<file path="config.mk">
export PLATFORM = sky130hd
export DESIGN_NAME = jk_cmd_sequencer
export DESIGN_NICKNAME = d
export VERILOG_FILES = /design/src/rtl/jk_cmd_sequencer.sv
export SDC_FILE = /design/constraint.sdc
export NUM_CORES = 1
export LEC_CHECK = 0
export ABC_AREA = 1
export CORE_ASPECT_RATIO = 1.75
export CORE_MARGIN = 2
export CORE_UTILIZATION = 55
export DETAILED_ROUTE_END_ITERATION = 8
export GPL_ROUTABILITY_DRIVEN = 0
export PLACE_DENSITY = 0.75
export SYNTH_ARGS = -nofsm -noshare
export SYNTH_HDL_FRONTEND = slang
export SYNTH_SLANG_ARGS = --single-unit
</file>
<file path="constraint.sdc">
create_clock -name clk -period 5.6 [get_ports clk]
set_clock_uncertainty 0.1 [all_clocks]
set_input_delay 1.12 -clock clk [delete_from_list [all_inputs] [get_ports clk]]
set_output_delay 1.12 -clock clk [all_outputs]
set_load 0.01 [all_outputs]
</file>
<file path="src/rtl/jk_cmd_sequencer.sv">
`default_nettype none
// ============================================================================
// Module      : jk_cmd_sequencer
// Description : Queues timed hold/reset/set/toggle commands and plays them
//               out on registered j/k lines for a downstream JK flip-flop.
//               Define JK_SEQ_READBACK_EN to add the q/qnot readback checker.
// Revision    : 1.0 - initial release
// ============================================================================
module jk_cmd_sequencer #(
    parameter int DEPTH = 4,
    parameter int CNT_W = 4
) (
    input  logic                     clk,
    input  logic                     reset,
    input  logic                     cmd_valid,
    output logic                     cmd_ready,
    input  logic [1:0]               cmd_op,
    input  logic [CNT_W-1:0]         cmd_len,
    output logic                     j,
    output logic                     k,
    output logic                     busy,
    output logic [$clog2(DEPTH):0]   fifo_level
`ifdef JK_SEQ_READBACK_EN
    ,
    input  logic                     q,
    input  logic                     qnot,
    output logic                     mismatch,
    output logic [7:0]               err_count
`endif
);

    localparam int c_AW = $clog2(DEPTH);
    localparam int c_LW = c_AW + 1;
    localparam logic [c_AW-1:0]  c_PTR_ONE  = c_AW'(1);
    localparam logic [c_LW-1:0]  c_LVL_ONE  = c_LW'(1);
    localparam logic [c_LW-1:0]  c_LVL_FULL = c_LW'(DEPTH);
    localparam logic [CNT_W-1:0] c_CNT_ONE  = CNT_W'(1);

    typedef enum logic [0:0] {
        ST_IDLE  = 1'b0,
        ST_DRIVE = 1'b1
    } state_t;

    logic [1:0]       r_op_mem  [DEPTH];
    logic [CNT_W-1:0] r_len_mem [DEPTH];
    logic [c_AW-1:0]  r_wr_ptr;
    logic [c_AW-1:0]  r_rd_ptr;
    logic [c_LW-1:0]  r_level;

    state_t           r_state;
    logic [CNT_W-1:0] r_cnt;
    logic             r_j;
    logic             r_k;

    logic             w_push;
    logic             w_pop;
    logic             w_seek;
    logic             w_head_vld;
    logic [1:0]       w_head_op;
    logic [CNT_W-1:0] w_head_len;

    // Readiness comes from the registered level only, so a full FIFO never
    // accepts in the same cycle as a pop.
    assign cmd_ready  = (r_level < c_LVL_FULL);
    assign w_push     = cmd_valid && cmd_ready;
    assign w_head_vld = (r_level != '0);
    assign w_head_op  = r_op_mem[r_rd_ptr];
    assign w_head_len = r_len_mem[r_rd_ptr];

    // The sequencer looks for the next command when idle or on the final
    // cycle of a run; a zero-length head is consumed there as well.
    assign w_seek = (r_state == ST_IDLE) || (r_cnt == c_CNT_ONE);
    assign w_pop  = w_seek && w_head_vld;

    always_ff @(posedge clk) begin
        if (w_push) begin
            r_op_mem[r_wr_ptr]  <= cmd_op;
            r_len_mem[r_wr_ptr] <= cmd_len;
        end
    end

    always_ff @(posedge clk) begin
        if (reset) begin
            r_wr_ptr <= '0;
            r_rd_ptr <= '0;
            r_level  <= '0;
        end else begin
            if (w_push) begin
                r_wr_ptr <= r_wr_ptr + c_PTR_ONE;
            end
            if (w_pop) begin
                r_rd_ptr <= r_rd_ptr + c_PTR_ONE;
            end
            case ({w_push, w_pop})
                2'b10:   r_level <= r_level + c_LVL_ONE;
                2'b01:   r_level <= r_level - c_LVL_ONE;
                default: r_level <= r_level;
            endcase
        end
    end

    always_ff @(posedge clk) begin
        if (reset) begin
            r_state <= ST_IDLE;
            r_cnt   <= '0;
            r_j     <= 1'b0;
            r_k     <= 1'b0;
        end else begin
            case (r_state)
                ST_IDLE, ST_DRIVE: begin
                    if (w_seek) begin
                        if (w_head_vld && (w_head_len != '0)) begin
                            r_state <= ST_DRIVE;
                            r_cnt   <= w_head_len;
                            r_j     <= w_head_op[1];
                            r_k     <= w_head_op[0];
                        end else begin
                            r_state <= ST_IDLE;
                            r_cnt   <= '0;
                            r_j     <= 1'b0;
                            r_k     <= 1'b0;
                        end
                    end else begin
                        r_cnt <= r_cnt - c_CNT_ONE;
                    end
                end
                default: begin
                    r_state <= ST_IDLE;
                    r_cnt   <= '0;
                    r_j     <= 1'b0;
                    r_k     <= 1'b0;
                end
            endcase
        end
    end

    assign j          = r_j;
    assign k          = r_k;
    assign fifo_level = r_level;
    assign busy       = (r_state == ST_DRIVE) || w_head_vld;

`ifdef JK_SEQ_READBACK_EN
    logic       r_q_exp;
    logic       r_mismatch;
    logic [7:0] r_err_count;
    logic       w_bad;

    assign w_bad = (q != r_q_exp) || (qnot != ~q);

    // Tracks the flip-flop from the same j/k it is being driven with.
    always_ff @(posedge clk) begin
        if (reset) begin
            r_q_exp     <= 1'b0;
            r_mismatch  <= 1'b0;
            r_err_count <= '0;
        end else begin
            case ({r_j, r_k})
                2'b01:   r_q_exp <= 1'b0;
                2'b10:   r_q_exp <= 1'b1;
                2'b11:   r_q_exp <= ~r_q_exp;
                default: r_q_exp <= r_q_exp;
            endcase
            r_mismatch <= w_bad;
            if (w_bad && (r_err_count != 8'hFF)) begin
                r_err_count <= r_err_count + 8'd1;
            end
        end
    end

    assign mismatch  = r_mismatch;
    assign err_count = r_err_count;
`endif

endmodule
`default_nettype wire
</file>
==> run_results.csv, run 1 <==
group,metric,value,unit
critical_path,crit_path_start_kind,"register",
clocking,cts_buffers,5,
floorplanning,io_pins,16,
critical_path,crit_family,"buffers and inverters",
yosys,synth_nets,185,
global_route,first_global_vias,1139,
yosys,netlist_area,1730,um2
clocking,ctsResizeCount,0,
critical_path,cp-end-kind,"output pin",
global_route,grt.overflow.total,0,
finish,final_util,64.8,%
critical_path,crit_chain,"nor3_4 -> inv_1 -> or2_1 -> clkdlybuf4s50_1",
yosys,yosys_warnings,0,
clocking,clockBufferDepth,2,
floorplanning,num_rows,27,
critical_path,r2r_slack,3.21,ns
global_route,grt_pass1_wl,4690,um
floorplanning,die_h,78.2,um
critical_path,worst_ep_required_time,4.38,ns
sta,drv_slew,0,
routing,remaining_drc_errors,0,
power,max-vdd-ir-drop,0.281,mV
power,p_leak,0.786,nW
sta,setup_slack,2.64,ns
placed_design,pre_cts_ws,2.44,ns
critical_path,critical_path_buf_inv_count,2,
finish,final_nets,204,
min_path,hold_path.class,"reg2reg",
global_route,grtUsageTotal,18.7,%
clocking,clock_latency,0.28,ns
critical_path,critPathSlowestCell,"clkdlybuf4s50_1",
placed_design,dp_hpwl,2240,um
critical_path,worstRegToRegCells,13,
floorplanning,die_w,46.4,um
placed_design,numPortBuffers,15,
routing,post_drt_wl_per_cell,12.3,um
yosys,synth_top_area_share,41.6,%
sta,rsz0062_at_grt,"false",
critical_path,r2r-start,"r_cnt[1]$_SDFF_PP0_",
placed_design,dpl-instance-area,1910,um2
clocking,h-tree-depth,2,
yosys,synth_xor_area_share,0.506,%
yosys,synth-compound-area-share,7.73,%
critical_path,critPathMaxFanout,4,
routing,wirelength,2850,um
global_route,grt_max_degree,16,
global_route,grt_antenna_before_repair,0,
yosys,netlist_instances,168,
routing,drt_iter0_drc,19,
finish,mostFrequentLayoutCell,"nand2_1",
finish,fillers,251,
run_status,status,"complete, no violations",
sta,slew-limit-headroom,59.5,%
sta,max_slew.worst_pin.slew,0.605,ns
finish,fin_area,1990,um2
finish,drive_above_1_share,7.98,%
sta,max_freq,0.338,GHz
sta,period_needed,2.96,ns
yosys,synth_simple_gate_area_share,18.9,%
critical_path,worstReg2RegEnd,"fifo_level[2]$_SDFFE_PP0P_",
floorplanning,die_area,3630,um2
critical_path,critical_path_arrival,1.74,ns
routing,via_per_inst,5.02,
finish,syn_to_final_growth,15.0,%
yosys,avgSynthCellArea,10.3,um2
yosys,synth_area_leaders,"edfxtp_1 42%, dfxtp_1 18%, nand2_1 6.9%, ha_1 5.1%, nand3_1 4.3%",
clocking,postCtsSetupBuffers,0,
finish,diodes,0,
yosys,ys_types,25,
clocking,cts-root-buf,"clkbuf_8",
yosys,synth.area.mux_share,0,%
critical_path,max_stage_delay,0.47,ns
yosys,synth_top_family_by_area,"simple AND/OR/NAND/NOR gates",
sta,hold_viol,0,
sta,hold_ws,0.370,ns
power,p_per_area,500,nW/um2
sta,setup_viol,0,
min_path,hold_start,"k$_SDFFE_PP0N_",
clocking,clk_pin_slew,0.07,ns
sta,tns,0,ns
clocking,tritoncts,"built",
yosys,yosysTopAreaCell,"edfxtp_1",
critical_path,worstSetupPathType,"reg2out",
yosys,synth-seq-cells,40,
floorplanning,start_util,56.3,%
clocking,clkSinkCount,40,
floorplanning,core_region_area,3070,um2
sta,finalCritPeriodShare,52.8,%
finish,final_cell_mix,"32 x nand2_1, 24 x edfxtp_1, 19 x inv_1",
routing,dr.pass1.iters,4,
run,drv_cap,0,
yosys,synth_seq_area_share,60.1,%
clocking,postCtsHoldBufs,0,
critical_path,crit_path_start,"fifo_level[0]$_SDFFE_PP0P_",
routing,ant_nets,0,
routing,vias,1159,
min_path,worstHoldPathCells,2,
yosys,synth-adder-area-share,6.21,%
min_path,holdPathEnd,"k$_SDFFE_PP0N_",
final cells by class:
cell class,instances,area (um2),area share (%)
tap,43,53.8,2.70
clock inverter,3,13.8,0.691
timing repair buffer,15,150,7.54
sequential,40,1040,52.3
inverter,23,86.3,4.33
clock buffer,5,68.8,3.45
multi-input combinational,102,578,29.0
worst register-to-register path, cell delays in order (launching register included):
cell     delay [ns]
dfxtp_1        0.30
inv_1          0.08
ha_1           0.15
nand3_1        0.07
nand2_1        0.13
inv_2          0.11
nor2_8         0.16
ha_1           0.16
inv_1          0.07
fa_1           0.39
a21oi_1        0.17
o21ai_0        0.13
a21oi_1        0.16
o21a_1         0.15
sequential cells by signal (all words and copies together) (netlist names), named ones only:
signal and count:
fifo_level 3, j 1, k 1, r_cnt 4, r_len_mem 16, r_op_mem 8, r_rd_ptr 2, r_state 1
r_wr_ptr 2
routing by layer:
layer	vias to the layer above	routed length (um)	GRT usage, %	part of all wire (%)
met5	-	0	0	0
met4	0	70	9.43	2.5
met3	7	63	4.14	2.2
met2	14	1700	33.9	60
met1	544	1020	18.1	36
li1	594	-	-	-
cells by family after synthesis:
kind of cell | count (synthesis)
buffers and inverters | 26
adder cells (fa/ha/maj) | 8
AND/OR/NAND/NOR | 69
flip-flops | 40
XOR/XNOR | 1
AO/OA/AOI/OAI | 24
power by group:
| part | switching [mW] | internal (mW) |
|---|---|---|
| registers | 0.0492 | 0.383 |
| logic | 0.230 | 0.161 |
| clock network | 0.0881 | 0.0843 |
worst max-delay path by stage:
| stage | end | slack [ns] | cells after the start |
|---|---|---|---|
| floorplan | fifo_level[2]$_SDFFE_PP0P_ | 3.09 | 8 |
| global route | busy | 2.55 | 4 |
| finish | busy | 2.64 | 4 |
| detailed placement | fifo_level[2]$_SDFFE_PP0P_ | 2.44 | 9 |
| global placement | fifo_level[2]$_SDFFE_PP0P_ | 2.61 | 9 |
| CTS | busy | 2.63 | 4 |
cell usage after synthesis:
cell type / instances
clkbuf_1: 1
ha_1: 7
a31oi_1: 1
o22ai_1: 2
nor3b_2: 1
nor2_8: 1
xor2_1: 1
inv_2: 4
nand2_1: 32
fa_1: 1
nor2_1: 15
a21oi_1: 10
buf_6: 2
a21o_1: 1
a211oi_1: 2
edfxtp_1: 24
dfxtp_1: 16
inv_1: 19
o21a_1: 1
nor3b_1: 2
or2_1: 1
nand3_1: 15
nand2_2: 1
nor3_4: 1
o21ai_0: 7
stage by stage:
step	power (mW)	std cells
global route	1.08	231
finish	0.996	231
detailed placement	0.834	223
CTS	1.01	231
global placement	0.810	223
floorplan	0.729	168
Note: power is estimated with default switching activity, not from simulation.
==> inputs of run 2 (changes only) <==
==> constraint.sdc (replaced) <==
create_clock -name clk -period 3 [get_ports clk]
set_clock_uncertainty 0.1 [all_clocks]
set_input_delay 0.6 -clock clk [delete_from_list [all_inputs] [get_ports clk]]
set_output_delay 0.6 -clock clk [all_outputs]
set_load 0.01 [all_outputs]
==> run 2 against run 1 <==
Compared with the run above:
- critical endpoint unchanged
- critical path depth unchanged
- combinational power up 83%
- flip-flop and latch count stayed put
- first-iteration DRC count down 32%
- design area rose by 0.50%
- power rose by 88%
- sequential power is 86% higher
==> run_results.csv, run 2 (synthesis gave the netlist of run 1 again) <==
group,metric,value,unit
run_status,status,"complete, no violations",
power,pwr-share-seq,43.0,%
clocking,h-tree-depth,2,
placed_design,dp_hpwl,2140,um
clocking,clkSinkCount,40,
sta,setup_slack,0.578,ns
global_route,grtUsageTotal,18.5,%
finish,final_cell_mix,"32 x nand2_1, 24 x edfxtp_1, 19 x inv_1",
clocking,cts-root-buf,"clkbuf_8",
critical_path,crit_chain,"nor3_4 -> inv_1 -> or2_1 -> clkdlybuf4s50_1",
global_route,grt.overflow.total,0,
routing,post_drt_wl_per_cell,12.1,um
floorplanning,num_rows,27,
critical_path,critPathSlowestCell,"clkdlybuf4s50_1",
placed_design,numPortBuffers,15,
clocking,cts_buffers,5,
sta,slew-limit-headroom,57.9,%
finish,finalNonFillerCells,231,
critical_path,worstSetupPathType,"reg2out",
placed_design,dpl.cell_count,223,
critical_path,max_stage_delay,0.47,ns
routing,remaining_drc_errors,0,
sta,max_freq,0.413,GHz
min_path,hold_start,"k$_SDFFE_PP0N_",
floorplanning,die_h,78.2,um
global_route,grt_pass1_wl,4700,um
critical_path,r2r-start,"r_cnt[1]$_SDFF_PP0_",
sta,drv_slew,0,
clocking,clk_pin_slew,0.07,ns
global_route,grt_max_degree,16,
critical_path,cp-end-kind,"output pin",
critical_path,critical_path_arrival,1.72,ns
critical_path,worstRegToRegCells,13,
critical_path,crit_path_start_kind,"register",
finish,largest-register,"r_len_mem",
sta,hold_viol,0,
sta,setup_viol,0,
sta,tns,0,ns
critical_path,critical_path_buf_inv_count,2,
power,max-vdd-ir-drop,0.635,mV
power,p_leak,0.792,nW
routing,via_per_inst,5.02,
sta,max_slew.worst_pin.slew,0.630,ns
critical_path,crit_family,"buffers and inverters",
floorplanning,start_util,56.3,%
run,drv_cap,0,
finish,final_util,65.1,%
critical_path,critical_path_depth,4,
floorplanning,die_area,3630,um2
routing,vias,1160,
power,p_per_area,937,nW/um2
power,switching_power,0.678,mW
routing,wirelength,2790,um
sta,period_needed,2.42,ns
min_path,hold_path.class,"reg2reg",
sta,rsz0062_at_grt,"false",
finish,final_nets,204,
floorplanning,die_w,46.4,um
min_path,worstHoldPathCells,2,
critical_path,critPathMaxFanout,4,
critical_path,worstReg2RegEnd,"fifo_level[2]$_SDFFE_PP0P_",
finish,mostFrequentLayoutCell,"nand2_1",
finish,reg_top3,"r_len_mem x16, r_op_mem x8, r_cnt x4",
critical_path,worst_ep_required_time,2.30,ns
finish,diodes,0,
clocking,clockBufferDepth,2,
clocking,ctsResizeCount,0,
clocking,postCtsHoldBufs,0,
power,power.internal,1.20,mW
routing,dr.pass1.iters,4,
clocking,clock_latency,0.29,ns
placed_design,pre_cts_ws,0.439,ns
power,comb_power_share,38.3,%
floorplanning,io_pins,16,
sta,hold_ws,0.366,ns
power,clkPwrFrac,18.8,%
min_path,holdPathEnd,"k$_SDFFE_PP0N_",
sta,finalCritPeriodShare,80.7,%
global_route,first_global_vias,1075,
routing,drt_iter0_drc,13,
power,switching_share,36.1,%
clocking,tritoncts,"built",
finish,drive_above_1_share,8.51,%
clocking,postCtsSetupBuffers,0,
finish,largest_register_ffs,16,
routing,ant_nets,0,
finish,syn_to_final_growth,15.6,%
critical_path,r2r_slack,0.69,ns
global_route,grt_antenna_before_repair,0,
floorplanning,core_region_area,3070,um2
run 2: area by class of cell:
type,count,area (um2)
well taps,43,53.8
clock inverters,2,10.0
multi-input cells,102,578
clock buffers,6,82.6
inverters,23,86.3
repair buffers,15,150
fillers,255,1070
flip-flops and latches,40,1040
run 2: how the worst max path moves through the flow:
stage / start / end / slack, ns
global route: fifo_level[0]$_SDFFE_PP0P_ / busy / 0.48
floorplan: r_cnt[1]$_SDFF_PP0_ / fifo_level[2]$_SDFFE_PP0P_ / 0.93
finish: fifo_level[0]$_SDFFE_PP0P_ / busy / 0.58
detailed placement: cmd_valid / fifo_level[2]$_SDFFE_PP0P_ / 0.44
CTS: fifo_level[0]$_SDFFE_PP0P_ / busy / 0.55
global placement: cmd_valid / fifo_level[2]$_SDFFE_PP0P_ / 0.53
run 2: stage by stage:
| stage | instance area, um2 | power, mW |
|---|---|---|
| detailed placement | 1910 | 1.54 |
| floorplan | 1730 | 1.36 |
| CTS | 2000 | 1.91 |
| global placement | 1910 | 1.51 |
| global route | 2000 | 2.04 |
| finish | 2000 | 1.87 |
run 2: per-layer routing:
metal	vias to the layer above	wire length (um)	track usage [%]	part of all wire, %
met5	-	0	0	0
met4	0	70	11.1	2.5
met3	6	70	3.45	2.5
met2	16	1530	30.4	55
met1	541	1120	21.0	40
li1	597	-	-	-
run 2: worst register-to-register path, stage by stage (launching register included):
cell and delay [ns]:
dfxtp_1 0.30, inv_1 0.08, ha_1 0.15, nand3_1 0.08, nand2_1 0.14, inv_2 0.11, nor2_8 0.16, ha_1 0.17
inv_1 0.06, fa_1 0.37, a21oi_1 0.14, o21ai_0 0.12, a21oi_1 0.14, o21a_1 0.14
run 2: power by group through the flow:
stage	Clock (mW)	Combinational, mW	Sequential, mW
after global routing	0.390	0.823	0.824
after CTS	0.370	0.727	0.808
after global placement	0	0.698	0.814
after floorplan	0	0.560	0.800
after detailed placement	0	0.725	0.820
final	0.352	0.717	0.806
